### config.mk
export PLATFORM = sky130hd
export DESIGN_NAME = joypad_conditioner
export DESIGN_NICKNAME = d
export VERILOG_FILES = /design/src/rtl/joypad_pkg.sv /design/src/rtl/joypad_debounce_bit.sv /design/src/rtl/joypad_conditioner.sv
export SDC_FILE = /design/constraint.sdc
export NUM_CORES = 1
export LEC_CHECK = 0
export ABC_AREA = 0
export BUFFER_PORTS_ARGS = -buffer_cell sky130_fd_sc_hd__buf_2
export CAP_MARGIN = 25
export CORE_MARGIN = 4
export CORE_UTILIZATION = 23
export DETAILED_ROUTE_END_ITERATION = 7
export PLACE_DENSITY = 0.36
export SLEW_MARGIN = 20
export SYNTH_ARGS = -nofsm -noshare
export SYNTH_HDL_FRONTEND = slang
export SYNTH_HIERARCHICAL = 1
export SYNTH_SLANG_ARGS = --single-unit
export TNS_END_PERCENT = 5
### constraint.sdc
create_clock -name clk -period 1.95 [get_ports clk]
set_clock_uncertainty 0.2 [all_clocks]
set_input_delay 0.0975 -clock clk [delete_from_list [all_inputs] [get_ports clk]]
set_output_delay 0.0975 -clock clk [all_outputs]
set_load 0.01 [all_outputs]
### src/rtl/joypad_pkg.sv
// Shared constants for the arcade joypad conditioner: button bit positions
// within one player station and a helper for sizing the auto-repeat counter.
// Optional feature macro used by the design: JOYPAD_AUTO_REPEAT_EN.
package joypad_pkg;

  localparam int BTNS_PER_PLAYER = 8;

  localparam int BTN_LFT   = 0;
  localparam int BTN_RGT   = 1;
  localparam int BTN_UP    = 2;
  localparam int BTN_DN    = 3;
  localparam int BTN_S1    = 4;
  localparam int BTN_S2    = 5;
  localparam int BTN_S3    = 6;
  localparam int BTN_START = 7;

  // Width of a hold counter that must reach both the first-repeat delay and
  // the repeat period.
  function automatic int hold_width(input int delay, input int period);
    return $clog2((delay > period) ? delay : period);
  endfunction

endpackage

### src/rtl/joypad_debounce_bit.sv
// One conditioned button: 2-FF synchroniser of the inverted active-low pin,
// counter debounce, one-cycle press/release pulses and, when
// JOYPAD_AUTO_REPEAT_EN is defined, auto-repeat pulses on btn_press while held.
module joypad_debounce_bit
  import joypad_pkg::*;
#(
  parameter int DEBOUNCE_CYCLES = 500000,
  parameter int REPEAT_DELAY    = 25000000,
  parameter int REPEAT_PERIOD   = 10000000
) (
  input  logic clk,
  input  logic rst,
  input  logic pad_n,
  output logic btn_level,
  output logic btn_press,
  output logic btn_release
);

  localparam int              CNT_W   = $clog2(DEBOUNCE_CYCLES);
  localparam logic [CNT_W-1:0] CNT_MAX = CNT_W'(DEBOUNCE_CYCLES - 1);

  logic             s1;
  logic             s2;
  logic [CNT_W-1:0] cnt;
  logic             accept;
  logic             repeat_fire;

  // The synchronised level has differed from the accepted level long enough.
  assign accept = (s2 != btn_level) && (cnt == CNT_MAX);

  // Synchroniser, debounce counter, accepted level and edge pulses.
  always_ff @(posedge clk) begin
    if (rst) begin
      s1          <= 1'b0;
      s2          <= 1'b0;
      cnt         <= '0;
      btn_level   <= 1'b0;
      btn_press   <= 1'b0;
      btn_release <= 1'b0;
    end else begin
      // NOTE: non-blocking assignments so s2 takes the old s1, giving two real
      // flop stages; blocking here would collapse the synchroniser to one.
      s1 <= ~pad_n;
      s2 <= s1;
      if (s2 == btn_level) begin
        cnt <= '0;
      end else if (accept) begin
        cnt       <= '0;
        btn_level <= s2;
      end else begin
        cnt <= cnt + 1'b1;
      end
      btn_press   <= (accept & s2) | repeat_fire;
      btn_release <= accept & ~s2;
    end
  end

`ifdef JOYPAD_AUTO_REPEAT_EN
  localparam int               HOLD_W      = hold_width(REPEAT_DELAY, REPEAT_PERIOD);
  localparam logic [HOLD_W-1:0] HOLD_FIRE   = HOLD_W'(REPEAT_DELAY - 1);
  localparam logic [HOLD_W-1:0] HOLD_RELOAD = HOLD_W'(REPEAT_DELAY - REPEAT_PERIOD);

  logic [HOLD_W-1:0] hold;

  // A release being accepted this cycle suppresses any coincident repeat.
  assign repeat_fire = btn_level && !accept && (hold == HOLD_FIRE);

  // Hold timer: runs while the button is accepted as pressed, reloading after
  // each repeat so later pulses are REPEAT_PERIOD apart.
  always_ff @(posedge clk) begin
    if (rst || !btn_level) begin
      hold <= '0;
    end else if (hold == HOLD_FIRE) begin
      hold <= HOLD_RELOAD;
    end else begin
      hold <= hold + 1'b1;
    end
  end
`else
  assign repeat_fire = 1'b0;
`endif

endmodule

### src/rtl/joypad_conditioner.sv
// Conditions NUM_PLAYERS x 8 active-low cabinet inputs into debounced
// active-high levels plus press/release pulses, and a registered any_press.
// Optional feature macro: JOYPAD_AUTO_REPEAT_EN (auto-repeat on btn_press).
module joypad_conditioner
  import joypad_pkg::*;
#(
  parameter int NUM_PLAYERS     = 2,
  parameter int DEBOUNCE_CYCLES = 500000,
  parameter int REPEAT_DELAY    = 25000000,
  parameter int REPEAT_PERIOD   = 10000000
) (
  input  logic                                 clk,
  input  logic                                 rst,
  input  logic [NUM_PLAYERS*BTNS_PER_PLAYER-1:0] pad_n,
  output logic [NUM_PLAYERS*BTNS_PER_PLAYER-1:0] btn_level,
  output logic [NUM_PLAYERS*BTNS_PER_PLAYER-1:0] btn_press,
  output logic [NUM_PLAYERS*BTNS_PER_PLAYER-1:0] btn_release,
  output logic                                 any_press
);

  localparam int NUM_BTNS = NUM_PLAYERS * BTNS_PER_PLAYER;

  for (genvar i = 0; i < NUM_BTNS; i++) begin : g_bit
    joypad_debounce_bit #(
      .DEBOUNCE_CYCLES (DEBOUNCE_CYCLES),
      .REPEAT_DELAY    (REPEAT_DELAY),
      .REPEAT_PERIOD   (REPEAT_PERIOD)
    ) u_bit (
      .clk         (clk),
      .rst         (rst),
      .pad_n       (pad_n[i]),
      .btn_level   (btn_level[i]),
      .btn_press   (btn_press[i]),
      .btn_release (btn_release[i])
    );
  end

  // One-cycle-late summary of any press pulse for wake/attract logic.
  always_ff @(posedge clk) begin
    if (rst) begin
      any_press <= 1'b0;
    end else begin
      any_press <= |btn_press;
    end
  end

endmodule

== Yosys cells after proc, flatten, opt, wreduce, memory -nomap -nowiden ==
Cells that the tools add are included.

* Register bits: 385
* Latch bits: 0
* RAM bits: 0
* ROM bits: 0
* Input bits: 18
* Output and inout bits: 49
* Word-level logic and storage cells: 290
* Memories kept: 0

* $add $sub $neg: 16
* Multipliers: 0
* Div/mod/pow operators: 0
* Magnitude comparators: 0
* Equal/unequal tests: 48
* Shift operators: 0
* Mux-type cells: 0
* Bitwise gates (word level): 80
* Reductions and logical operators: 49

{| class="wikitable"
|+ Operators by type and width
! cell !! number
|-
| $add 19x1->19 const B || 16
|-
| $eq 19x19->1 const B || 16
|-
| $not 1->1 || 48
|-
| $reduce_or 3->1 || 16
|-
| $and 1x1->1 || 32
|-
| $reduce_and 2->1 || 16
|-
| $eq 1x1->1 || 16
|-
| $logic_and 1x1->1 || 16
|-
| $ne 1x1->1 || 16
|-
| $reduce_or 16->1 || 1
|}

== Logic depth before layout (Yosys ltp) ==
* Word-level depth: 3
* Mapped depth: 6
* Depth with buffers taken out: 5

== Cells and area by module ==
Netlist, hierarchy kept.

{| class="wikitable"
|+ Modules (own cells, without submodules)
! module !! instances !! cells an instance !! area each (um^2) !! seq. area each (um^2)
|-
| joypad_debounce_bit (g_bit[0].u_bit ...) || 15 || 116 || 1103.6 || 480.5
|-
| joypad_debounce_bit (g_bit[9].u_bit) || 1 || 109 || 1061.0 || 480.5
|-
| joypad_conditioner || 1 || 6 || 53.8 || 20.0
|}

== Worst setup path before layout ==
No wires, ideal clock.

* Kind: reg2reg
* Start point: register g_bit[9].u_bit.cnt[9]
* End point: register g_bit[9].u_bit.cnt[11]
* Library setup time: 0.115 ns
* Arrival time: 1.535 ns
* Required time: 1.635 ns
* Setup slack: 0.100 ns
* Cell stages (with the launch flop): 6
* Cell sequence: dfxtp_1 -> or4_4 -> nor4_4 -> a31o_4 -> buf_6 -> nor2_1

* Cells in the longest elaborated chain, start to end: 3

{| class="wikitable"
|+ Ends and longest elaborated chain
! item !! RTL line !! text
|-
| start, declared || joypad_debounce_bit.sv:24 || <nowiki>logic [CNT_W-1:0] cnt;</nowiki>
|-
| start signal, assigned || joypad_debounce_bit.sv:51 || <nowiki>cnt <= cnt + 1'b1;</nowiki>
|-
| branches (longest 3 deep; another with $add 19x1->19) || -- ||
|}

Several ways; the timed one is not identified.
A chain may end at the register's enable or synchronous reset.

== Worst setup path in the final report ==
* Start point: register g_bit[9].u_bit.cnt[12]
* End point: register g_bit[9].u_bit.cnt[12]

The elaborated chain is that of the path after synthesis.

==> impl_metrics.yaml <==
routing:
  vias: 13900
  drt-vias-per-instance: 4.35
  drt_wl_total_mm: 42.4
  drt_iter0_drc: 524
  ant_nets: 0
  wire_per_inst_um: 13.2
  post-route-drc-count: 0
  dr.pass1.iters: 5
layout:
  areaGrowthSynthToFinish_pct: 27.7
  nets: 2175
  utilization: 0.296
  drive_gt1_frac: 0.227
  insertedDiodeCount: 0
critical_path:
  cp-start-kind: "register"
  rr_startpoint: "g_bit[9].u_bit/cnt[12]$_SDFF_PP0_"
  arrival_ns: 2.17
  critical_path_class: "reg -> reg"
  regToRegSetupSlack_ns: 0.06
  crit_start: "g_bit[9].u_bit/cnt[12]$_SDFF_PP0_"
  rr_worst_depth: 4
  crit_fanout: 16
  critPathRequiredTime_ns: 2.23
  end_kind: "register"
global_route:
  track_usage: 0.103
  antenna_found_initial: 0
  grt_max_degree: 40
  grt_overflow: 0
  grt_pass1_wl_mm: 71.0
  grt_pass1_vias: 13900
placed_design:
  dpl.hpwl_mm: 30.5
  routabilityCongestion: 0.755
  io_buffer_count: 66
cts:
  cts_max_path_buffers: 3
  cts_root_buffer: "clkbuf_16"
  clkSlewWorstSetupHoldPaths_ns: 0.05
  h-tree-depth: 2
  cts_tree: "done"
  numCtsBuffers: 50
  cts_num_sinks: 385
  clk_latency_ns: 0.60
floorplan:
  io_pins: 67
  start_util: 0.232
  core_area_um2: 76100
  die_h_um: 285
  dieArea_um2: 81300
  rows: 101
  die_w_um: 285
synthesis:
  syn-cell-area_um2: 17700
  ys_types: 47
  avgSynthCellArea_um2: 9.52
  synthCells: 1855
  ys.flop_type: "dfxtp_1"
  synth_seq_cells: 385
  syn_nets: 1889
  yosysMostFrequentCell: "dfxtp_1"
  synth_top_area_cell: "dfxtp_1"
  yosys_warnings: 6
  yosysSeqAreaShare: 0.436
  yosys-top-cells-area: "dfxtp_1 (44%), xor2_1 (7.9%), nor2_1 (6.5%), nand4_1 (5.5%), xnor2_1 (4.1%)"
  synth_top_area_frac: 0.436
  async_flop_share: 0
  synth_commonest_cells: "dfxtp_1 (385), nor2_1 (304), xor2_1 (159)"
  synth_edf_count: 0
sta:
  fin_crit_sh: 0.971
  rsz0062_at_grt: "yes"
  slew_violations: 0
  finalSetupTns_ns: 0
  max_freq_mhz: 528
  hold_ws_ns: 0.0366
  setup_viol: 0
  hold_violations: 0
  relSlewSlack: 0.669
  post-route-min-period_ns: 1.89
  worst_pin_slew_ns: 0.495
min_path:
  min_from: "pad_n[6]"
  hold_path.class: "in -> reg"
  hold_depth: 3
pwr:
  power.density_nw_per_um2: 775
  leakagePower_uw: 0.00750
  power_uw: 17500
  vdd_ir_drop_max_v: 0.000571
job:
  cap_violations: 0
run_status:
  status: "finished clean"
[registers in the layout, summed over array words and instances (netlist names)]
name                     cells
g_bit.u_bit/btn_press       16
g_bit.u_bit/btn_release     16
g_bit.u_bit/cnt            304
g_bit.u_bit/s1              16
g_bit.u_bit/btn_level       16
g_bit.u_bit/s2              16
any_press                    1
[repair_timing]
| action | 4_1_cts | 5_1_grt |
|---|---|---|
| setup buffers | 0 | 0 |
| resized for setup | 0 | 4 |
| setup endpoints to repair | 0 | 46 |
| hold endpoints to repair | 73 | 0 |
| hold buffers | 43 | 0 |
[report_power, final]
group	total (uW)	internal [uW]	switching (uW)
Clock	9220	5650	3560
Sequential	7940	7910	25.9
Combinational	314	169	144
Total	17500	13700	3730
[worst max-delay path: stages, from the launching register on]
cell	delay, ns
dfxtp_1	0.31
or4_4	0.54
nor4_4	0.31
a31o_4	0.32
nor2_1	0.09
[cell families after synthesis]
kind of cell,share of synthesized area
DFF,0.436
AOI/OAI and AO/OA,0.0470
muxes,0.00963
xor gates and xnor gates,0.119
adders and majority gates,0.0113
buffers and inverters,0.0288
and+or+nand+nor,0.348
[cell type report]
cell class              instances  area [um2]
inverters                      16        60.1
fillers                      8053       53500
multi-input cells            1392        9480
repair buffers                296        2370
clock buffers                  73        1490
clock inverters                14         166
well taps                    1030        1290
flip-flops and latches        385        7710
[per-stage QoR]
stage	cell area [um2]	instances	worst slack, ns
after floorplan	17700	1855	0.100
after global placement	20400	3076	0.0787
after detailed placement	20400	3076	0.0612
after CTS	22500	3206	0.0500
after global routing	22600	3206	-0.00757
final	22600	3206	0.0574
[path summary, 6_finish.rpt]
kind | end
max | g_bit[9].u_bit/cnt[12]$_SDFF_PP0_
min | g_bit[6].u_bit/s1$_SDFF_PP0_
max reg2reg | g_bit[9].u_bit/cnt[12]$_SDFF_PP0_
min reg2reg | g_bit[4].u_bit/s2$_SDFF_PP0_
[routing by layer]
layer | vias up | wire length [um] | GRT usage | share of wire
met5 | - | 0 | 0 | 0
met4 | 0 | 1220 | 0.0353 | 0.029
met3 | 72 | 1670 | 0.0203 | 0.039
met2 | 180 | 19000 | 0.166 | 0.45
met1 | 6475 | 20500 | 0.137 | 0.48
li1 | 7220 | - | - | -
[placed cells by master, fill, tap and decap left out, types with 17 or more instances in the layout]
cell and count:
and4_4 30, clkbuf_16 51, xor2_1 159, nor2_1 304, xnor2_1 82, mux2i_1 17, o21ai_0 31, buf_4 172
nand3_1 81, and4_1 17, nor4_1 52, dfxtp_1 385, a21oi_1 32, nand2_1 65, nand2b_1 48, nor3_1 17
nand4_1 156, buf_2 65, dlygate4sd3_1 43, nor2b_1 31, or3_1 31
Note: power is estimated with default switching activity, not from simulation.
